<file path="config.mk">
export PLATFORM = sky130hd
export DESIGN_NAME = onehot_demux
export DESIGN_NICKNAME = d
export VERILOG_FILES = /design/src/rtl/onehot_demux_pkg.sv /design/src/rtl/onehot_demux_skid_buffer.sv /design/src/rtl/onehot_demux.sv
export SDC_FILE = /design/constraint.sdc
export NUM_CORES = 1
export LEC_CHECK = 0
export CORE_AREA = 2 2 62 64
export CTS_CLUSTER_SIZE = 8
export DETAILED_ROUTE_END_ITERATION = 10
export DIE_AREA = 0 0 64 66
export GPL_ROUTABILITY_DRIVEN = 0
export PLACE_DENSITY = 0.75
export SLEW_MARGIN = 20
export SYNTH_ARGS = -nofsm -noshare
export SYNTH_HDL_FRONTEND = slang
export SYNTH_HIERARCHICAL = 1
export SYNTH_SLANG_ARGS = --single-unit
</file>
<file path="constraint.sdc">
create_clock -name Clk -period 4 [get_ports Clk]
set_input_delay 0.8 -clock Clk [delete_from_list [all_inputs] [get_ports Clk]]
set_output_delay 0.8 -clock Clk [all_outputs]
set_load 0.005 [all_outputs]
</file>
<file path="src/rtl/onehot_demux_pkg.sv">
`default_nettype none
// ============================================================================
// Module   : onehot_demux_pkg
// Brief    : Shared FSM state and onehot legality check for onehot_demux.
// Revision : 1.0 - initial release
// ============================================================================
package onehot_demux_pkg;

    localparam int C_MAX_DEST = 64;

    typedef enum logic [1:0] {
        ST_EMPTY = 2'd0,
        ST_BUSY  = 2'd1,
        ST_FULL  = 2'd2
    } state_e;

    // Exactly one bit set; narrower vectors are zero-extended by the caller.
    function automatic logic is_onehot(input logic [C_MAX_DEST-1:0] v);
        return (v != '0) && ((v & (v - C_MAX_DEST'(1))) == '0);
    endfunction

endpackage
`default_nettype wire

</file>
<file path="src/rtl/onehot_demux_skid_buffer.sv">
`default_nettype none
// ============================================================================
// Module   : onehot_demux_skid_buffer
// Brief    : Two-entry valid/ready buffer (output + skid register) with
//            registered ready, carrying a {data, sel} beat.
// Revision : 1.0 - initial release
// ============================================================================
module onehot_demux_skid_buffer
    import onehot_demux_pkg::*;
#(
    parameter type DATA_TYPE = logic,
    parameter int  DEST_NUM  = 4
) (
    input  logic                clk,
    input  logic                rst,
    input  logic                i_valid,
    output logic                o_ready,
    input  DATA_TYPE            i_data,
    input  logic [DEST_NUM-1:0] i_sel,
    output logic                o_valid,
    output DATA_TYPE            o_data,
    output logic [DEST_NUM-1:0] o_sel,
    input  logic                i_pop
);

    typedef struct packed {
        DATA_TYPE            data;
        logic [DEST_NUM-1:0] sel;
    } beat_t;

    state_e r_state;
    beat_t  r_out;
    beat_t  r_skid;
    logic   r_valid;
    logic   r_ready;
    beat_t  w_in;
    logic   w_acc;
    logic   w_pop;

    assign w_in  = '{data: i_data, sel: i_sel};
    assign w_acc = i_valid && r_ready;
    assign w_pop = r_valid && i_pop;

    always_ff @(posedge clk) begin
        if (rst) begin
            r_state <= ST_EMPTY;
            r_valid <= 1'b0;
            r_ready <= 1'b0;
        end else begin
            case (r_state)
                ST_EMPTY: begin
                    r_ready <= 1'b1;
                    if (w_acc) begin
                        r_out   <= w_in;
                        r_valid <= 1'b1;
                        r_state <= ST_BUSY;
                    end
                end
                ST_BUSY: begin
                    r_ready <= 1'b1;
                    if (w_acc && !w_pop) begin
                        r_skid  <= w_in;
                        r_ready <= 1'b0;
                        r_state <= ST_FULL;
                    end else if (w_acc && w_pop) begin
                        r_out   <= w_in;
                    end else if (w_pop) begin
                        r_valid <= 1'b0;
                        r_state <= ST_EMPTY;
                    end
                end
                ST_FULL: begin
                    // Ready is low here, so only a pop can move the state.
                    r_ready <= 1'b0;
                    if (w_pop) begin
                        r_out   <= r_skid;
                        r_ready <= 1'b1;
                        r_state <= ST_BUSY;
                    end
                end
                default: begin
                    r_state <= ST_EMPTY;
                    r_valid <= 1'b0;
                    r_ready <= 1'b0;
                end
            endcase
        end
    end

    assign o_ready = r_ready;
    assign o_valid = r_valid;
    assign o_data  = r_out.data;
    assign o_sel   = r_out.sel;

endmodule
`default_nettype wire

</file>
<file path="src/rtl/onehot_demux.sv">
`default_nettype none
// ============================================================================
// Module   : onehot_demux
// Brief    : Registered onehot-select stream demultiplexer with illegal-beat
//            drop, error pulse and saturating drop counter.
// Revision : 1.0 - initial release
// ============================================================================
module onehot_demux
    import onehot_demux_pkg::*;
#(
    parameter type DATA_TYPE = logic,
    parameter int  DEST_NUM  = 4,
    parameter int  CNT_W     = 16
) (
    input  logic                Clk,
    input  logic                Rst,
    input  logic                InValid,
    output logic                InReady,
    input  DATA_TYPE            InData,
    input  logic [DEST_NUM-1:0] InSel,
    output logic [DEST_NUM-1:0] OutValid,
    input  logic [DEST_NUM-1:0] OutReady,
    output DATA_TYPE            OutData,
    output logic                ErrPulse,
    output logic [CNT_W-1:0]    ErrCnt
);

    logic [C_MAX_DEST-1:0] w_sel_ext;
    logic                  w_legal;
    logic                  w_buf_valid;
    logic [DEST_NUM-1:0]   w_buf_sel;
    logic                  w_pop;
    logic                  r_err_pulse;
    logic [CNT_W-1:0]      r_err_cnt;

    assign w_sel_ext = C_MAX_DEST'(InSel);
    assign w_legal   = is_onehot(w_sel_ext);
    // Only the addressed destination's ready can release the beat.
    assign w_pop     = |(w_buf_sel & OutReady);

    onehot_demux_skid_buffer #(
        .DATA_TYPE (DATA_TYPE),
        .DEST_NUM  (DEST_NUM)
    ) u_skid_buffer (
        .clk     (Clk),
        .rst     (Rst),
        .i_valid (InValid && w_legal),
        .o_ready (InReady),
        .i_data  (InData),
        .i_sel   (InSel),
        .o_valid (w_buf_valid),
        .o_data  (OutData),
        .o_sel   (w_buf_sel),
        .i_pop   (w_pop)
    );

    always_ff @(posedge Clk) begin
        if (Rst) begin
            r_err_pulse <= 1'b0;
            r_err_cnt   <= '0;
        end else begin
            r_err_pulse <= InValid && InReady && !w_legal;
            if (InValid && InReady && !w_legal && (r_err_cnt != '1)) begin
                r_err_cnt <= r_err_cnt + CNT_W'(1);
            end
        end
    end

    assign OutValid = {DEST_NUM{w_buf_valid}} & w_buf_sel;
    assign ErrPulse = r_err_pulse;
    assign ErrCnt   = r_err_cnt;

endmodule
`default_nettype wire

</file>
Word-level counts from Yosys, hierarchy flattened
Index checks and enable logic that the tools add are counted.

Register bits: 31. Input bits: 12. Output and inout bits: 23. Logic and storage cells: 66.

Add/sub/neg operators: 2. Equal/unequal tests: 11. Muxes and demuxes: 19. Bitwise logic cells: 5. Reduce and logical (&&, ||, !) cells: 20.

Operators with widths (number): 4-bit by 64-bit bitwise AND with 64-bit output (1); 64-bit zero test (1); 64-bit nonzero test (1); 5-bit 2-to-1 mux (4); 16-bit by 1-bit adder with 16-bit output (second input constant) (1); 16-bit != test (second input constant) (1); 5-bit one-hot mux with 3 select lines (1); 2-bit 2-to-1 mux (5); 1-bit logical AND (9); 4-bit bitwise AND (2); 2-bit by 1-bit != test with 1-bit output (second input constant) (4); 1-bit 2-to-1 mux (6); 1-bit one-hot mux with 3 select lines (2); 2-bit one-hot mux with 3 select lines (1); 6-bit AND reduction (1); 5-bit AND reduction (1); 4-bit by 1-bit subtractor with 5-bit output (second input constant) (1); 2-bit != test (second input constant) (2); 4-bit AND reduction (1); 4-bit OR reduction (1); 3-bit by 1-bit != test with 1-bit output (second input constant) (1); 3-bit by 2-bit != test with 1-bit output (second input constant) (1); 3-bit AND reduction (1); 3-bit nonzero test (1); 5 further kinds (7).

Longest topological paths before layout
Depth in word-level cells: 10. Gate-level depth with buffers: 7. Depth with buffers taken out: 7.

By module
The synthesis kept the hierarchy.

Modules (own cells, without submodules): onehot_demux (instances 1, cells an instance 116, area an instance 953.4 µm², seq. area each 340.3 µm²); onehot_demux_skid_buffer (instances 1, cells an instance 40, area an instance 583.1 µm², seq. area each 380.4 µm²).

Worst setup path before layout
OpenSTA, ideal clock, no wires.

Path kind: input to register. Start: in OutReady[1]. End: reg u_skid_buffer/r_skid[0] in the netlist's numbering, enable pin. Library setup time: 381 ps. Arrival: 1950 ps. Required time: 3619 ps. Setup slack: 1669 ps. Stages: 4. Cell sequence: a22oi_1 > nand2_1 > a21bo_4 > nor4_1.

Word-level cells in the longest chain between the ends: 6.

Ends and longest elaborated chain: start, declared (RTL line onehot_demux.sv:22) `input logic [DEST_NUM-1:0] OutReady,`; 4-bit bitwise AND (RTL line onehot_demux.sv:39) `assign w_pop = |(w_buf_sel & OutReady);`; 4-bit OR reduction (RTL line onehot_demux.sv:39); net w_pop (RTL line onehot_demux.sv:32) `logic w_pop;`; 1-bit logical AND (RTL line onehot_demux_skid_buffer.sv:42) `assign w_pop = r_valid && i_pop;`; 1-bit zero test (RTL line onehot_demux_skid_buffer.sv:61) `if (w_acc && !w_pop) begin`; 1-bit logical AND (RTL line onehot_demux_skid_buffer.sv:61); 3-bit AND reduction (no source line); end signal, assigned (RTL line onehot_demux_skid_buffer.sv:62) `r_skid <= w_in;`; end, declared (RTL line onehot_demux_skid_buffer.sv:33) `beat_t r_skid;`.

The timed path passes the listed nets, and every way through them passes these cells. A chain may end at the register's enable or synchronous reset.

Worst setup path in the final report
Start: in InSel[1]. End: reg u_skid_buffer.r_out, in the netlist u_skid_buffer/o_sel[2], enable pin.

Word-level cells in the longest chain between the ends: 9.

Ends and longest elaborated chain: start, declared (RTL line onehot_demux.sv:20) `input logic [DEST_NUM-1:0] InSel,`; 4-bit by 1-bit subtractor with 5-bit output (RTL line onehot_demux_pkg.sv:19) `return (v != '0) && ((v & (v - C_MAX_DEST'(1))) == '0);`; 4-bit by 64-bit bitwise AND with 64-bit output (RTL line onehot_demux_pkg.sv:19); 64-bit zero test (RTL line onehot_demux_pkg.sv:19); 1-bit logical AND * (RTL line onehot_demux_pkg.sv:19); 1-bit logical AND * (RTL line onehot_demux.sv:47) `.i_valid (InValid && w_legal),`; 1-bit logical AND * (RTL line onehot_demux_skid_buffer.sv:41) `assign w_acc = i_valid && r_ready;`; 1-bit logical AND (on tied branches) (RTL line onehot_demux_skid_buffer.sv:61, onehot_demux_skid_buffer.sv:65); 2-bit != test (no source line) / 2-bit by 1-bit != test with 1-bit output (equally long branches); 6-bit AND reduction (no source line) *; end signal, assigned (RTL line onehot_demux_skid_buffer.sv:54) `r_out <= w_in;`; end signal, assigned (RTL line onehot_demux_skid_buffer.sv:66) `r_out <= w_in;`; end signal, assigned (RTL line onehot_demux_skid_buffer.sv:76) `r_out <= r_skid;`; end, declared (RTL line onehot_demux_skid_buffer.sv:32) `beat_t r_out;`.

Mark *: on every way between the ends. The rest lies on a longest branch, timed or not.

==> qor.csv <==
stage,metric,value,unit
outcome,status,completed,
sta,fin_tns_setup,0,ns
synthesis,synth_cell_types,45,
critical_path,path_cells,clkdlybuf4s50_1 -> xor2_1 -> o21ai_0 -> o21ai_0 -> and2_1 -> and3b_1 -> nand2_1 -> a21oi_1,
floorplan,core_area,3551,µm²
floorplan,start_util,0.4327,
cells_and_area,finalNonFillerCells,244,
drt,via_count,1370,
cells_and_area,fin_util,0.5588,
sta,relSlewSlack,0.6532,
sta,hold_slack,0.5428,ns
floorplan,die_h,66,µm
power,peakVddDrop,0.1867,mV
cells_and_area,area_growth,29.15,%
cells_and_area,diodes,0,
sta,final-max-slew-violation-count,0,
synthesis,synth_cells,156,
floorplan,dieArea,4224,µm²
clocking,cts-root-buf,clkbuf_4,
critical_path,arrival,2.74,ns
sta,fmax,0.3619,GHz
sta,min_period,2.763,ns
critical_path,path_class,input port to flop,
critical_path,reg2regPathDepth,5,
synthesis,synthAdderAreaFrac,0.008143,
drt,drt-total-wl,3554,µm
synthesis,synth_simple_gate_area_frac,0.2524,
clocking,clock_sink_count,31,
power,p_int,421.4,µW
synthesis,yosysSeqAreaShare,0.4691,
synthesis,ys_warn_count,6,
drt,top_layer,met4,
sta,worst_slack,1.237,ns
cells_and_area,regArea,720.7,µm²
cells_and_area,nets,208,
clocking,cts_resized,0,
power,seqPwrFrac,0.593,
critical_path,cp.required,3.98,ns
clocking,htreeDepth,2,
cells_and_area,fillCellCount,327,
place,pre_cts_slack,0.8797,ns
critical_path,cp-end-kind,flop,
clocking,clock_path_buffers,2,
critical_path,crit_top_cell,o21ai_0,
drt,dr_wl_met3,202,µm
clocking,cts_setup_buffers,0,
synthesis,synth_top_family_by_area,simple AND/OR/NAND/NOR gates,
synthesis,synth_xor_area_frac,0.03420,
critical_path,start_kind,input port,
place,io_buffers,34,
global_route,overflow,0,
synthesis,synth_mux_area_frac,0.05049,
clocking,tritoncts,built,
cells_and_area,mostFrequentLayoutCells,"clkdlybuf4s50_1 (34), dfxtp_1 (21), a21oi_1 (12)",
power,swShare,0.2524,
sta,finalClockSkew,0.01089,ns
place,dpl.hpwl,2552,µm
sta,hold_viol,0,
sta,setup_viol,0,
drt,drt_iter0_markers,42,
global_route,grt_pass1_wl,6251,µm
synthesis,ys_ff_latch,31,
sta,rsz0062_at_grt,false,
sta,tightest_slew,0.5191,ns
clocking,path_clk_slew,0.09,ns
synthesis,synth_nets,169,
synthesis,synth-compound-area-share,0.1629,
drt,drt-met1-wl,1509,µm
synthesis,synthesis.area_per_instance,9.849,µm²
floorplan,die_x,64,µm
cells_and_area,drive_above_1_share,0.08673,
min_path,hold_class,flop to flop,
drt,drc_errors,0,
global_route,antenna_found_initial,0,
cells_and_area,multiInputGateArea,780.7,µm²
place,dp.cells,236,
critical_path,slowest_delay,0.63,ns
floorplan,fp-row-count,22,
drt,dr_wl_met2,1787,µm
power,p_sw,142.3,µW
synthesis,synth_top_area_frac,0.2736,
drt,antenna_left,0,
power,cellLeakagePower,0.6633,nW
min_path,hold_path_depth,2,
sta,fin_crit_sh,0.6907,
drt,dr.pass1.iters,4,
drt,wl_per_cell,14.57,µm
synthesis,synth.area.top_cells,"dfxtp_1 (27%), edfxtp_1 (20%), a21oi_1 (3.9%)",
power,power_density,284.1,nW/µm²
critical_path,cp_slowest_cell,clkdlybuf4s50_1,
synthesis,synth_edf_count,10,
power,power.share.clock,0.312,
clocking,cts-buffers-inserted,5,
place,dpl_cell_area,1932,µm²
synthesis,ys.flop_type,dfxtp_1,
job,maxCapViolCount,0,
global_route,grt_max_degree,25,
global_route,grt_use_total,0.1899,
clocking,clk_latency,0.34,ns
power,total_power,563.7,µW
critical_path,path_max_fanout,8,
synthesis,yosys.area.top_type,dfxtp_1,
synthesis,async_reset_ff_frac,0,
power,p_comb_frac,0.096,
cells_and_area,final_common_cell,clkdlybuf4s50_1,
global_route,grt_pass1_vias,1428,
cells_and_area,design_area,1984,µm²
synthesis,syn_area,1536,µm²
clocking,postCtsHoldBufs,0,
drt,via_per_inst,5.615,
floorplan,io_pins,35,
## registers in the layout, summed over array words and instances, names as in the netlist
signal	flops
ErrCnt	16
u_skid_buffer/o_valid	1
u_skid_buffer/r_state	2
u_skid_buffer/o_ready	1
u_skid_buffer/o_data	1
u_skid_buffer/r_skid	5
ErrPulse	1
u_skid_buffer/o_sel	4
## area by class of cell
cell class,count,area share
clock buffer,5,0.01892
clock inverter,3,0.007566
inverter,4,0.007566
multi-input combinational,117,0.3934
sequential,31,0.3632
tap,48,0.03026
timing repair buffer,36,0.1791
## synth_stat cells (4+ instances only)
library cell  instances
xor2_1                5
dfxtp_1              21
nand4_1               6
edfxtp_1             10
nand2_1              10
a21oi_1              12
nor2_1                8
nand3_1               5
or3_1                 7
nor3_1                5
inv_1                 4
and4_1                5
and2_1                6
o21ai_0              11
mux2_1                5
## worst paths after layout
check / startpoint / to / slack, ns
setup / recovery: InSel[1] / u_skid_buffer/o_sel[2]$_DFFE_PP_ / 1.24
hold / removal: ErrCnt[15]$_SDFFE_PP0P_ / ErrCnt[15]$_SDFFE_PP0P_ / 0.54
setup reg to reg: ErrCnt[2]$_SDFFE_PP0P_ / ErrCnt[15]$_SDFFE_PP0P_ / 2.20
hold reg to reg: ErrCnt[15]$_SDFFE_PP0P_ / ErrCnt[15]$_SDFFE_PP0P_ / 0.54
## power by group through the flow
stage	Sequential, mW	Combinational (mW)	Clock (mW)
4_1_cts	0.334	0.0546	0.183
2_1_floorplan	0.340	0.0255	0
6_report	0.334	0.0540	0.176
3_5_place_dp	0.341	0.0540	0
5_1_grt	0.335	0.0595	0.199
3_3_place_gp	0.341	0.0520	0
## routing by layer
layer  vias up  track usage
met5         -            0
met4         0      0.08152
met3         6      0.05963
met2        41       0.3477
met1       653       0.1994
li1        670            -
## worst max-delay path: cells and delay by family
| family | cells | cell delay [ns] |
|---|---|---|
| AO/OA/AOI/OAI | 3 | 0.65 |
| AND/OR/NAND/NOR | 3 | 0.47 |
| XOR/XNOR | 1 | 0.18 |
| buffers and inverters | 1 | 0.63 |
## cell families (layout without fill, tap and decap cells)
kind of cell,after synthesis,in the layout
xor gates and xnor gates,6,6
buffers and inverters,8,48
DFF,31,31
AOI/OAI and AO/OA,37,37
muxes,7,7
and+or+nand+nor,66,66
adders and majority gates,1,1
Note: power is estimated with default switching activity, not from simulation.
